## config.mk

```make
export PLATFORM = sky130hd
export DESIGN_NAME = sys_time_sync_ctrl_flat
export DESIGN_NICKNAME = d
export VERILOG_FILES = /design/src/rtl/sys_time_sync_ctrl_pkg.sv /design/src/rtl/sys_time_sync_ctrl_if.sv /design/src/rtl/sys_time_sync_ctrl_sync0_edge_det.sv /design/src/rtl/sys_time_sync_ctrl.sv /design/src/flat_wrapper.sv
export SDC_FILE = /design/constraint.sdc
export NUM_CORES = 1
export LEC_CHECK = 0
export CAP_MARGIN = 10
export CORE_UTILIZATION = 35
export CTS_CLUSTER_SIZE = 30
export DETAILED_ROUTE_END_ITERATION = 6
export PLACE_DENSITY = 0.5
export REMOVE_ABC_BUFFERS = 1
export SLEW_MARGIN = 15
export SYNTH_ARGS = -nofsm -noshare
export SYNTH_HDL_FRONTEND = slang
export SYNTH_HIERARCHICAL = 1
export SYNTH_SLANG_ARGS = --single-unit
```

## constraint.sdc

```tcl
create_clock -name CLK_163P84M -period 7.9 [get_ports CLK_163P84M]
set_input_delay 1.975 -clock CLK_163P84M [delete_from_list [all_inputs] [get_ports CLK_163P84M]]
set_output_delay 1.975 -clock CLK_163P84M [all_outputs]
set_load 0.03 [all_outputs]
```

## src/rtl/sys_time_sync_ctrl_pkg.sv

```systemverilog
// Shared types and helpers for the SYS_TIME alignment block.
// Holds the controller state encoding and the error saturation helper.
package sys_time_pkg;

    localparam int SYS_TIME_W = 64;
    localparam int ERR_W      = 32;

    typedef enum logic [1:0] {
        WAIT_LOCK  = 2'd0,
        WAIT_SET   = 2'd1,
        WAIT_FIRST = 2'd2,
        RUN        = 2'd3
    } sync_state_e;

    // Clamp a signed 64-bit error into the signed 32-bit ERR range.
    function automatic logic signed [ERR_W-1:0] sat_err(
        input logic signed [SYS_TIME_W-1:0] v
    );
        logic [SYS_TIME_W-ERR_W:0] sign_ext;
        sign_ext = {(SYS_TIME_W-ERR_W+1){v[SYS_TIME_W-1]}};
        if (v[SYS_TIME_W-1:ERR_W-1] == sign_ext)
            return v[ERR_W-1:0];
        else if (v[SYS_TIME_W-1])
            return {1'b1, {(ERR_W-1){1'b0}}};
        else
            return {1'b0, {(ERR_W-1){1'b1}}};
    endfunction

endpackage

```

## src/rtl/sys_time_sync_ctrl_if.sv

```systemverilog
// Configuration and status bundle between the controller register
// block (master) and the SYS_TIME alignment block (slave).
interface sys_time_sync_ctrl_if;

    logic                              SET;
    logic [sys_time_pkg::SYS_TIME_W-1:0] SYNC_TIME;
    logic [31:0]                       SYNC_CYCLE;
    logic [sys_time_pkg::SYS_TIME_W-1:0] SYS_TIME;
    logic                              SYNCED;
    logic [sys_time_pkg::ERR_W-1:0]    ERR;
    logic                              SLEWING;

    modport master (
        output SET, SYNC_TIME, SYNC_CYCLE,
        input  SYS_TIME, SYNCED, ERR, SLEWING
    );

    modport slave (
        input  SET, SYNC_TIME, SYNC_CYCLE,
        output SYS_TIME, SYNCED, ERR, SLEWING
    );

endinterface

```

## src/rtl/sys_time_sync_ctrl_sync0_edge_det.sv

```systemverilog
// Two-flop synchronizer plus rising-edge pulse for an asynchronous
// ESC input; the pulse is exactly one clock wide.
module sync0_edge_det (
    input  logic clk,
    input  logic rst_n,
    input  logic din,
    output logic rise
);

    logic [2:0] sh_q;

    // Shift the pin through two metastability flops and one history flop.
    always_ff @(posedge clk or negedge rst_n) begin
        if (!rst_n)
            sh_q <= '0;
        else
            sh_q <= {sh_q[1:0], din};
    end

    assign rise = sh_q[1] & ~sh_q[2];

endmodule

```

## src/rtl/sys_time_sync_ctrl.sv

```systemverilog
// Global SYS_TIME counter aligned to the EtherCAT SYNC0 pulse:
// hard load on first edge, +-1 tick slewing, hard reload on large error.
module sys_time_sync_ctrl
    import sys_time_pkg::*;
#(
    parameter int unsigned SYNC_LATENCY    = 3,
    parameter int unsigned ADJUST_INTERVAL = 256,
    parameter int unsigned MAX_ERR         = 4096
) (
    input  logic                 CLK_163P84M,
    input  logic                 RESET_N,
    input  logic                 LOCKED,
    input  logic                 SYNC0,
    sys_time_sync_ctrl_if.slave  cfg
);

    localparam int ADJ_W = $clog2(ADJUST_INTERVAL);
    localparam logic [ADJ_W-1:0] ADJ_LAST = ADJ_W'(ADJUST_INTERVAL - 1);
    localparam logic [SYS_TIME_W-1:0] LAT = SYS_TIME_W'(SYNC_LATENCY);
    localparam logic signed [SYS_TIME_W-1:0] MAX_POS = SYS_TIME_W'(MAX_ERR);
    localparam logic signed [SYS_TIME_W-1:0] MAX_NEG = -MAX_POS;

    sync_state_e state_q, state_d;

    logic                         edge_e;
    logic [SYS_TIME_W-1:0]        sys_time_q, time_d;
    logic [SYS_TIME_W-1:0]        target_q, target_d;
    logic [31:0]                  cycle_q, cycle_d;
    logic                         synced_q, synced_d;
    logic signed [ERR_W-1:0]      err_q, err_d;
    logic signed [ERR_W-1:0]      resid_q, resid_d;
    logic signed [SYS_TIME_W-1:0] meas_q, meas_d;
    logic                         apply_q, apply_d;
    logic [ADJ_W-1:0]             adj_cnt_q;
    logic                         adj_fire;

    logic signed [SYS_TIME_W-1:0] meas_err;
    logic                         hard_err;
    logic                         lock_lost;
    logic                         do_set;
    logic                         do_first;
    logic                         do_meas;
    logic                         in_run;

    sync0_edge_det u_sync0 (
        .clk   (CLK_163P84M),
        .rst_n (RESET_N),
        .din   (SYNC0),
        .rise  (edge_e)
    );

    // Error of the current count against where the edge says it should be.
    assign meas_err = target_q + LAT - sys_time_q - 64'd1;
    assign hard_err = (meas_q > MAX_POS) || (meas_q < MAX_NEG);
    assign adj_fire = (adj_cnt_q == ADJ_LAST);
    assign in_run   = (state_q == RUN);

    // Free-running slew pacing counter.
    always_ff @(posedge CLK_163P84M or negedge RESET_N) begin
        if (!RESET_N)
            adj_cnt_q <= '0;
        else if (adj_fire)
            adj_cnt_q <= '0;
        else
            adj_cnt_q <= adj_cnt_q + ADJ_W'(1);
    end

    // Controller state register.
    always_ff @(posedge CLK_163P84M or negedge RESET_N) begin
        if (!RESET_N)
            state_q <= WAIT_LOCK;
        else
            state_q <= state_d;
    end

    // Next state; lock loss beats SET, and SET beats a same-cycle edge.
    always_comb begin
        state_d   = state_q;
        lock_lost = 1'b0;
        do_set    = 1'b0;
        do_first  = 1'b0;
        do_meas   = 1'b0;
        if (!LOCKED) begin
            state_d   = WAIT_LOCK;
            lock_lost = 1'b1;
        end else begin
            unique case (state_q)
                WAIT_LOCK: state_d = WAIT_SET;
                WAIT_SET: begin
                    if (cfg.SET) begin
                        do_set  = 1'b1;
                        state_d = WAIT_FIRST;
                    end
                end
                WAIT_FIRST: begin
                    if (cfg.SET) begin
                        do_set = 1'b1;
                    end else if (edge_e) begin
                        do_first = 1'b1;
                        state_d  = RUN;
                    end
                end
                RUN: begin
                    if (cfg.SET) begin
                        do_set  = 1'b1;
                        state_d = WAIT_FIRST;
                    end else if (edge_e) begin
                        do_meas = 1'b1;
                    end
                end
                default: state_d = WAIT_LOCK;
            endcase
        end
    end

    // Time, target and residual updates for the current cycle.
    always_comb begin
        time_d   = sys_time_q;
        target_d = target_q;
        cycle_d  = cycle_q;
        synced_d = synced_q;
        err_d    = err_q;
        resid_d  = resid_q;
        meas_d   = meas_q;
        apply_d  = 1'b0;
        unique case (1'b1)
            lock_lost: begin
                synced_d = 1'b0;
                resid_d  = '0;
            end
            do_set: begin
                time_d   = sys_time_q + 64'd1;
                target_d = cfg.SYNC_TIME;
                cycle_d  = cfg.SYNC_CYCLE;
                synced_d = 1'b0;
                resid_d  = '0;
            end
            do_first: begin
                time_d   = target_q + LAT;
                target_d = target_q + 64'(cycle_q);
                synced_d = 1'b1;
                err_d    = '0;
            end
            do_meas: begin
                time_d   = sys_time_q + 64'd1;
                target_d = target_q + 64'(cycle_q);
                err_d    = sat_err(meas_err);
                meas_d   = meas_err;
                apply_d  = 1'b1;
            end
            default: begin
                if (in_run && apply_q) begin
                    if (hard_err) begin
                        time_d  = sys_time_q + 64'd1 + $unsigned(meas_q);
                        resid_d = '0;
                    end else begin
                        time_d  = sys_time_q + 64'd1;
                        resid_d = meas_q[ERR_W-1:0];
                    end
                end else if (in_run && adj_fire && resid_q > 0) begin
                    time_d  = sys_time_q + 64'd2;
                    resid_d = resid_q - 32'sd1;
                end else if (in_run && adj_fire && resid_q < 0) begin
                    resid_d = resid_q + 32'sd1;
                end else if (state_q != WAIT_LOCK) begin
                    time_d = sys_time_q + 64'd1;
                end
            end
        endcase
    end

    // Datapath registers.
    always_ff @(posedge CLK_163P84M or negedge RESET_N) begin
        if (!RESET_N) begin
            sys_time_q <= '0;
            target_q   <= '0;
            cycle_q    <= '0;
            synced_q   <= 1'b0;
            err_q      <= '0;
            resid_q    <= '0;
            meas_q     <= '0;
            apply_q    <= 1'b0;
        end else begin
            sys_time_q <= time_d;
            target_q   <= target_d;
            cycle_q    <= cycle_d;
            synced_q   <= synced_d;
            err_q      <= err_d;
            resid_q    <= resid_d;
            meas_q     <= meas_d;
            apply_q    <= apply_d;
        end
    end

    assign cfg.SYS_TIME = sys_time_q;
    assign cfg.SYNCED   = synced_q;
    assign cfg.ERR      = err_q;
    assign cfg.SLEWING  = (resid_q != '0);

endmodule

```

## src/flat_wrapper.sv

```systemverilog
// flat-port wrapper written by rule: the top's interface ports become plain ports
module sys_time_sync_ctrl_flat import sys_time_pkg::*;
#(
    parameter int unsigned SYNC_LATENCY    = 3,
    parameter int unsigned ADJUST_INTERVAL = 256,
    parameter int unsigned MAX_ERR         = 4096
)
  (CLK_163P84M, RESET_N, LOCKED, SYNC0, cfg_SET, cfg_SYNC_TIME, cfg_SYNC_CYCLE, cfg_SYS_TIME, cfg_SYNCED, cfg_ERR, cfg_SLEWING);
  sys_time_sync_ctrl_if cfg_i ();
  input  logic CLK_163P84M;
  input  logic RESET_N;
  input  logic LOCKED;
  input  logic SYNC0;
  input wire logic [$bits(cfg_i.SET)-1:0] cfg_SET;
  input wire logic [$bits(cfg_i.SYNC_TIME)-1:0] cfg_SYNC_TIME;
  input wire logic [$bits(cfg_i.SYNC_CYCLE)-1:0] cfg_SYNC_CYCLE;
  output wire logic [$bits(cfg_i.SYS_TIME)-1:0] cfg_SYS_TIME;
  output wire logic [$bits(cfg_i.SYNCED)-1:0] cfg_SYNCED;
  output wire logic [$bits(cfg_i.ERR)-1:0] cfg_ERR;
  output wire logic [$bits(cfg_i.SLEWING)-1:0] cfg_SLEWING;
  assign cfg_i.SET = cfg_SET;
  assign cfg_i.SYNC_TIME = cfg_SYNC_TIME;
  assign cfg_i.SYNC_CYCLE = cfg_SYNC_CYCLE;
  assign cfg_SYS_TIME = cfg_i.SYS_TIME;
  assign cfg_SYNCED = cfg_i.SYNCED;
  assign cfg_ERR = cfg_i.ERR;
  assign cfg_SLEWING = cfg_i.SLEWING;
  sys_time_sync_ctrl #(.SYNC_LATENCY(SYNC_LATENCY), .ADJUST_INTERVAL(ADJUST_INTERVAL), .MAX_ERR(MAX_ERR)) u_core (.CLK_163P84M(CLK_163P84M), .RESET_N(RESET_N), .LOCKED(LOCKED), .SYNC0(SYNC0), .cfg(cfg_i));
endmodule
```

### Yosys cells after proc, flatten, opt, wreduce, memory -nomap -nowiden

Cells that the tools add are included.

| storage, ports and cells | value |
|---|---|
| output and inout port bits | 98 |
| bits of input ports | 101 |
| register bits | 303 |

| operators by class | value |
|---|---|
| $lt $le $gt $ge | 4 |
| add/sub/neg operators | 10 |
| mux-type cells | 33 |
| bitwise logic cells | 3 |
| equal/unequal tests | 9 |
| reduce and logical (&&, ||, !) cells | 21 |

Operators with widths:

| kind | number |
|---|---|
| $mux 64 | 5 |
| $mux 32 | 6 |
| $pmux 64 s3 | 1 |
| $add 64x2->64 const B | 2 |
| $pmux 32 s2 | 2 |
| $pmux 64 s2 | 1 |
| $add 64x1->64 const B | 1 |
| $add 64x32->64 | 1 |
| $add 64x64->64 | 1 |
| $gt 64x14->1 const B | 1 |
| $lt 64x13->1 const B | 1 |
| $sub 64x1->64 const B | 1 |
| $sub 64x64->64 | 1 |
| $add 32x2->32 const B | 1 |
| $eq 32x32->1 | 1 |
| $gt 32x1->1 const B | 1 |
| $lt 32x1->1 const B | 1 |
| $reduce_bool 32->1 | 1 |
| $sub 32x2->32 const B | 1 |
| $mux 1 | 11 |
| $add 8x1->8 const B | 1 |
| $eq 8x8->1 const B | 1 |
| $mux 2 | 4 |
| $mux 8 | 1 |
| 19 further kinds | 32 |

### Depth between registers and ports, before layout

Gate-level depths: netlist of the first run.

| depth | value |
|---|---|
| depth in word-level cells | 9 |
| depth in mapped cells | 27 |

### Cells and area by module

Netlist of the first run, hierarchy kept.

Modules (own cells, without submodules):

| module | times used | cells an instance | area each (um^2) | seq. area each (um^2) |
|---|---|---|---|---|
| sys_time_sync_ctrl | 1 | 3,946 | 29,358.2 | 7,507.2 |
| sync0_edge_det | 1 | 4 | 88.8 | 75.1 |

### Least setup slack after synthesis of the first run

Ideal clock, no wire load.

| timing path | value |
|---|---|
| path type | register to register |
| from | register u_core.target_q[2] |
| to | register u_core.err_q[19], in the netlist u_core/cfg.ERR[19] |
| stages on the path, launching flop included | 27 |
| period minus slack after synthesis | 5,868 ps |
| required time | 7,776 ps |
| data arrival time | 5,744 ps |
| setup slack | 2,032 ps |
| cells stage by stage | dfrtp_1 and4_1 nand3_1 nor2_1 and3_1 clkbuf_1 nand3_1 or3_1 clkbuf_1 nor2_1 xor2_1 ha_1 clkbuf_1 nand2_1 o21ai_0 nor3b_1 a211o_1 a31o_2 a211o_1 a211oi_1 o21bai_1 xnor2_1 or4_4 a21oi_4 nor2_2 buf_6 a211o_1 |

| between the ends | value |
|---|---|
| cells in the longest elaborated chain, start to end | 6 |

RTL lines:

| what | line | source |
|---|---|---|
| start, declared | sys_time_sync_ctrl.sv:27 | `logic [SYS_TIME_W-1:0] target_q, target_d;` |
| start signal, assigned | sys_time_sync_ctrl.sv:185 | `target_q <= target_d;` |
| $add 64x2->64 * | sys_time_sync_ctrl.sv:53 | `assign meas_err = target_q + LAT - sys_time_q - 64'd1;` |
| $sub 64x64->64 * | sys_time_sync_ctrl.sv:53 |  |
| $sub 64x1->64 * | sys_time_sync_ctrl.sv:53 |  |
| $eq 32x32->1 / $mux 32 (equally long branches) | sys_time_sync_ctrl_pkg.sv:21, sys_time_sync_ctrl_pkg.sv:23 |  |
| $mux 32 * | sys_time_sync_ctrl_pkg.sv:21 | `if (v[SYS_TIME_W-1:ERR_W-1] == sign_ext)` |
| $pmux 32 s2 * | sys_time_sync_ctrl.sv:126 | `unique case (1'b1)` |
| end signal, assigned | sys_time_sync_ctrl.sv:188 | `err_q <= err_d;` |
| end, declared | sys_time_sync_ctrl.sv:30 | `logic signed [ERR_W-1:0] err_q, err_d;` |

Every way passes the cells marked *; elsewhere a longest branch is shown, timed or not.
A chain may end at the register's enable or synchronous reset.

### Worst setup path in the final report of the first run

| timing path | value |
|---|---|
| from | register u_core.target_q[2] |
| to | register u_core.err_q[4], in the netlist u_core/cfg.ERR[4] |

Same word-level chain as after synthesis.

==> impl_metrics.json, run 1 <==
{
  "status": "complete, but fails checks",
  "failed_checks": "design-rule violations",
  "slowest_stage": "or4_4",
  "hp-class": "flop to flop",
  "synthCells": 3950,
  "synth_seq_cells": 303,
  "fin_hold_ws_ps": 373.9,
  "intPower_w": 0.005448,
  "die_h_um": 292.1,
  "rows": 106,
  "critPathRequiredTime_ps": 8430,
  "antenna_left": 0,
  "max_cap_viol_count": 0,
  "critPathLaunchType": "flop",
  "pwr-share-seq_pct": 22.8,
  "tns_ps": 0,
  "clockBufferDepth": 3,
  "hpwl_um": 102200,
  "cp_slowest_stage_delay_ps": 600,
  "cts_root_buf": "clkbuf_16",
  "post-cts-setup-buffers": 0,
  "first_global_vias": 29820,
  "routedWlPerCell_um": 25.81,
  "crit_cells": 23,
  "p_total_w": 0.01115,
  "p_sw_share_pct": 51.13,
  "drt_iter0_markers": 3818,
  "core-area_um2": 83420,
  "leakage_nw": 14.59,
  "grt_max_degree": 130,
  "critPathTopFamily": "simple AND/OR/NAND/NOR gates",
  "routed_wl_um": 132900,
  "seq_area_frac_synth_pct": 25.75,
  "dieWidth_um": 292.1,
  "ys_types": 90,
  "initial_utilization_pct": 35.30,
  "avgSynthCellArea_um2": 7.455,
  "place_area_um2": 32500,
  "cts_resized": 0,
  "drc": 11,
  "setup-violations-final": 0,
  "cts.sinks": 303,
  "crit_chain": "and4_1 > nand3_1 > nor2_1 > and3_1 > nand3_1 > or3_1 > nor2_1 > xor2_1 > ha_1 > nand4_1 > nor4_1 > o211ai_1 > a211o_1 > a31oi_1 > nor4_1 > o31ai_1 > a21oi_1 > xor2_1 > or4_4 > a21oi_4 > buf_4 > a32oi_1 > o21ai_0",
  "r2r_cells": 23,
  "ioPinCount": 199,
  "fp.dieArea_um2": 85300,
  "holdPathStages": 0,
  "drive_above_1_share_pct": 4.744,
  "vdd_drop_max_v": 0.0001232,
  "dr.pass1.iters": 7,
  "diodes": 0,
  "ys_top_cells_by_area": "dfrtp_1 (26%), nand2_1 (8.5%), ha_1 (8.2%)",
  "drt-vias-per-instance": 6.090,
  "combinationalPowerShare_pct": 58.8,
  "worst_setup_path_end_kind": "flop",
  "ctsHoldBuffers": 0,
  "clkPwrFrac_pct": 18.4,
  "yosys.area.top_type": "dfrtp_1",
  "antenna_found_initial": 0,
  "gp_congestion": 1.003,
  "port_buffers": 198,
  "fin_area_um2": 33970,
  "fmax_mhz": 134.5,
  "synth-edff-count": 0,
  "htreeDepth": 2,
  "clk_latency_ps": 630,
  "clk_pin_slew_worst_paths_ps": 60,
  "syn_to_final_growth_pct": 15.37,
  "synthArstFlopShare_pct": 100.0,
  "grtUsageTotal_pct": 30.30,
  "finalCritPeriodShare_pct": 94.10,
  "worst_slew_pin_slew_ps": 1007,
  "grt_first_pass_wirelength_um": 195200,
  "path_class": "flop to flop",
  "grt_overflow": 0,
  "p_per_area_nw_per_um2": 328.1,
  "cp_max_fo": 25,
  "yosys_most_used_dff": "dfrtp_1",
  "period_needed_ps": 7434,
  "ys_warn_count": 6,
  "grt_setup_unrepaired": "false",
  "vias": 31350,
  "hold_viol": 0,
  "synthesis.area_um2": 29450,
  "final_util_pct": 40.72,
  "layout.nets": 4334,
  "finalClockSkew_ps": 41.89,
  "synth_top_area_share_pct": 25.75,
  "slew_headroom_pct": 32.61,
  "switching_power_w": 0.005700,
  "worstPathArrival_ps": 7960,
  "slew_viol_final": 0,
  "cts_tree": "done",
  "path_buf_inv": 1,
  "numCtsBuffers": 42
}
-- stage by stage --
step                      setup WS (ps)  cells
after floorplan                  -143.6   3740
after global placement            743.4   5073
after detailed placement          616.4   5073
after CTS                         559.1   5148
after global routing              23.59   5148
final                             466.0   5148
-- state kept, by name (all words and copies together), names as in the netlist --
register / cells
u_core/cfg.SYS_TIME: 64
u_core/cycle_q: 32
u_core/u_sync0/sh_q: 3
u_core/adj_cnt_q: 8
u_core/meas_q: 64
u_core/cfg.ERR: 32
u_core/resid_q: 32
u_core/apply_q: 1
u_core/state_q: 2
u_core/target_q: 64
u_core/cfg.SYNCED: 1
-- cell usage in the layout, fill, tap and decap left out, types with 16 or more instances in the layout --
master	n
o21bai_1	50
or3_1	22
nand3_1	108
nand2b_1	24
o21a_1	25
a32oi_1	22
o31ai_1	26
clkdlybuf4s50_1	197
a221o_1	22
and3_1	59
nor2b_1	16
dfrtp_1	303
o22ai_1	25
a222oi_1	36
and2_1	24
inv_1	144
nor4_1	61
a22oi_1	18
nand2_1	663
ha_1	192
a221oi_1	21
a21o_1	98
nor2_1	305
clkbuf_16	42
a211oi_1	39
o21ai_0	294
a211o_1	19
nand4_1	108
xor2_1	81
buf_4	53
nor3_1	82
a31oi_1	59
xnor2_1	247
a21oi_1	302
o211ai_1	18
-- worst register-to-register path: cells and delay by family, from the launching register on --
family                   cells  cell delay [ps]
buffers and inverters        1              400
adder cells (fa/ha/maj)      1              360
flip-flops                   1              470
AO/OA/AOI/OAI                8             2000
XOR/XNOR                     2              550
AND/OR/NAND/NOR             11             3580
-- cell families (layout without fill, tap and decap cells) --
kind of cell	after synthesis	in the layout	synth area share (%)
AO/OA/AOI/OAI	1190	1190	26.28
XOR/XNOR	329	329	9.811
adder cells (fa/ha/maj)	196	196	8.430
buffers and inverters	355	473	4.589
flip-flops	303	303	25.75
multiplexers	21	21	0.7436
AND/OR/NAND/NOR	1556	1556	24.40
-- final cells by class --
| cell class | instances | area, um^2 |
|---|---|---|
| tap | 1080 | 1351 |
| fill | 8637 | 49450 |
| timing repair buffer | 253 | 2425 |
| multi-input combinational | 3292 | 20600 |
| sequential | 303 | 7582 |
| clock buffer | 60 | 1239 |
| inverter | 145 | 544.3 |
| clock inverter | 15 | 229.0 |
-- power groups by stage --
stage	logic, W	clock network, W	registers (W)
floorplan	0.00410	0	0.00250
global placement	0.00643	0	0.00255
detailed placement	0.00637	0	0.00254
CTS	0.00640	0.00210	0.00252
global route	0.00706	0.00215	0.00258
finish	0.00656	0.00205	0.00254
-- synthesized netlist by cell type, types with 14 or more instances --
master / n
nand3_1: 109
or2_2: 15
dfrtp_1: 303
nand2_1: 666
o21bai_1: 50
inv_1: 144
o21ai_0: 294
nor2_1: 312
nor3_1: 82
a211o_1: 19
a21o_1: 98
mux2i_1: 14
and3_1: 60
a31oi_1: 59
nor4_1: 61
nor2b_1: 16
xnor2_1: 247
a22oi_1: 18
o21a_1: 25
or3_1: 22
a211oi_1: 39
clkbuf_1: 190
xor2_1: 81
o22ai_1: 25
o31ai_1: 27
a221o_1: 22
a32oi_1: 22
a221oi_1: 21
nand4_1: 108
ha_1: 192
o211ai_1: 18
a222oi_1: 36
and2_1: 24
a21oi_1: 302
nand2b_1: 25
-- metal layers --
| layer | track usage, % | up-vias | wire length [um] |
|---|---|---|---|
| met5 | 0 | - | 0 |
| met4 | 11.17 | 0 | 5322 |
| met3 | 5.496 | 258 | 11370 |
| met2 | 45.42 | 1377 | 56210 |
| met1 | 43.01 | 15110 | 59960 |
| li1 | - | 14610 | - |
-- worst paths after layout --
kind	startpoint	endpoint	slack [ps]
max reg2reg	u_core/target_q[2]	u_core/cfg.ERR[4]	470
max in group asynchronous	RESET_N	u_core/target_q[62]	5310
max	u_core/target_q[2]	u_core/cfg.ERR[4]	470
min in group asynchronous	RESET_N	u_core/meas_q[1]	1360
min reg2reg	u_core/u_sync0/sh_q[0]	u_core/u_sync0/sh_q[1]	370
min	u_core/u_sync0/sh_q[0]	u_core/u_sync0/sh_q[1]	370
Note: power is estimated with default switching activity, not from simulation.
==> inputs of run 2 (changes only) <==
--- a/config.mk
+++ b/config.mk
@@ -6,6 +6,8 @@
 export NUM_CORES = 1
 export LEC_CHECK = 0
 export CAP_MARGIN = 10
+export CORE_ASPECT_RATIO = 0.8
+export CORE_MARGIN = 3
 export CORE_UTILIZATION = 35
 export CTS_CLUSTER_SIZE = 30
 export DETAILED_ROUTE_END_ITERATION = 6
==> run 2 against run 1 <==
Against the previous run: the run still ends with design-rule violations left; die area increased by 2.8%; global-route usage shrank 0.82 points; clock power is 2% higher; first-iteration DRC count is 7.2% higher.
==> impl_metrics.json, run 2 (synthesis results as in run 1) <==
{
  "grt_max_degree": 133,
  "diodes": 0,
  "mostFrequentLayoutCells": "nand2_1 (663), nor2_1 (307), dfrtp_1 (303)",
  "ioPinCount": 199,
  "cp_max_fo": 23,
  "grtUsageTotal_pct": 29.48,
  "nFillCells": 8605,
  "crit_chain": "inv_1 > ha_1 > nor2_1 > and3_1 > nand3_1 > or3_1 > nor2b_1 > xor2_1 > ha_1 > nand2_1 > o21ai_0 > or2_2 > a2111oi_0 > nor2_1 > a31o_2 > xnor2_1 > nor4bb_1 > nand4_1 > a21oi_4 > buf_4 > and3_1 > a211o_1",
  "grt_overflow": 0,
  "post-cts-setup-buffers": 0,
  "clk_latency_ps": 610,
  "port_buffers": 198,
  "cts_resized": 0,
  "drt_iter0_markers": 4092,
  "rrSetupSlack_ps": 600,
  "ctsHoldBuffers": 0,
  "status": "complete, but fails checks",
  "seq_area_um2": 7582,
  "critPathTopFamily": "simple AND/OR/NAND/NOR gates",
  "drc": 16,
  "numCtsBuffers": 40,
  "hp-class": "flop to flop",
  "clk_pin_slew_worst_paths_ps": 60,
  "p_total_w": 0.01122,
  "syn_to_final_growth_pct": 15.35,
  "period_needed_ps": 7304,
  "critPathLaunchType": "flop",
  "fmax_mhz": 136.9,
  "worstPathArrival_ps": 7840,
  "hold_viol": 0,
  "core-area_um2": 82800,
  "die_h_um": 265.4,
  "cts_root_buf": "clkbuf_16",
  "htreeDepth": 2,
  "antenna_found_initial": 4,
  "setup-violations-final": 0,
  "grt_setup_unrepaired": "false",
  "routed_wl_um": 132900,
  "slew_viol_final": 0,
  "slew_headroom_pct": 17.80,
  "worst_slew_pin_slew_ps": 1222,
  "first_global_vias": 28860,
  "grt_first_pass_wirelength_um": 195100,
  "cts_tree": "done",
  "failed_checks": "design-rule violations",
  "drive_above_1_share_pct": 4.675,
  "cts.sinks": 303,
  "initial_utilization_pct": 35.56,
  "layout.nets": 4329,
  "vias": 31600,
  "rows": 94,
  "multi_input_area_um2": 20600,
  "clockBufferDepth": 3,
  "critPathRequiredTime_ps": 8430,
  "hpwl_um": 103100,
  "drt-vias-per-instance": 6.114,
  "dr.pass1.iters": 7,
  "antenna_left": 0,
  "dieWidth_um": 330.3,
  "finalClockSkew_ps": 19.77,
  "worst_setup_path_end_kind": "flop",
  "cp_slowest_stage_delay_ps": 530,
  "routedWlPerCell_um": 25.72,
  "slowest_stage": "xor2_1",
  "p_per_area_nw_per_um2": 330.3,
  "gp_congestion": 1.023,
  "finalCritPeriodShare_pct": 92.45,
  "path_class": "flop to flop",
  "path_buf_inv": 2,
  "final_common_cell": "nand2_1",
  "final_util_pct": 41.02,
  "max_cap_viol_count": 0,
  "fp.dieArea_um2": 87670,
  "leakage_nw": 14.59,
  "vdd_drop_max_v": 0.0001300
}
## run 2: area by class of cell
type | instances | share of cell area [%]
Clock buffer | 49 | 3.223
Clock inverter | 25 | 1.065
Inverter | 145 | 1.602
Multi-Input combinational cell | 3292 | 60.65
Sequential cell | 303 | 22.32
Tap cell | 1104 | 4.067
Timing Repair Buffer | 250 | 7.072
## run 2: worst paths after layout
kind,start,to,depth (start not counted)
min,u_core/u_sync0/sh_q[0],u_core/u_sync0/sh_q[1],0
max in group asynchronous,RESET_N,u_core/target_q[56],2
min reg2reg,u_core/u_sync0/sh_q[0],u_core/u_sync0/sh_q[1],0
max reg2reg,u_core/target_q[0],u_core/cfg.ERR[19],22
min in group asynchronous,RESET_N,u_core/adj_cnt_q[6],1
max,u_core/target_q[0],u_core/cfg.ERR[19],22
## run 2: routing by layer
layer	wire [um]	track usage [%]
met1	63330	45.92
met2	50420	38.96
met3	14990	7.645
met4	4149	8.498
met5	11	0
## run 2: where the power goes
| part | total (W) | internal [W] | switching [W] |
|---|---|---|---|
| Clock | 0.00209 | 0.00126 | 0.000836 |
| Sequential | 0.00255 | 0.00188 | 0.000672 |
| Combinational | 0.00658 | 0.00234 | 0.00424 |
| Total | 0.0112 | 0.00547 | 0.00575 |
## run 2: through the flow
stage	hold slack [ps]	TNS [ps]	std cells	worst slack, ps	cell area, um^2
after floorplan	331.2	-143.6	3740	-143.6	28640
after global placement	331.5	0	5094	857.1	32500
after detailed placement	335.8	0	5094	716.6	32500
after CTS	359.8	0	5168	677.0	33960
after global routing	364.9	0	5168	179.4	33970
final	354.7	0	5168	596.3	33970
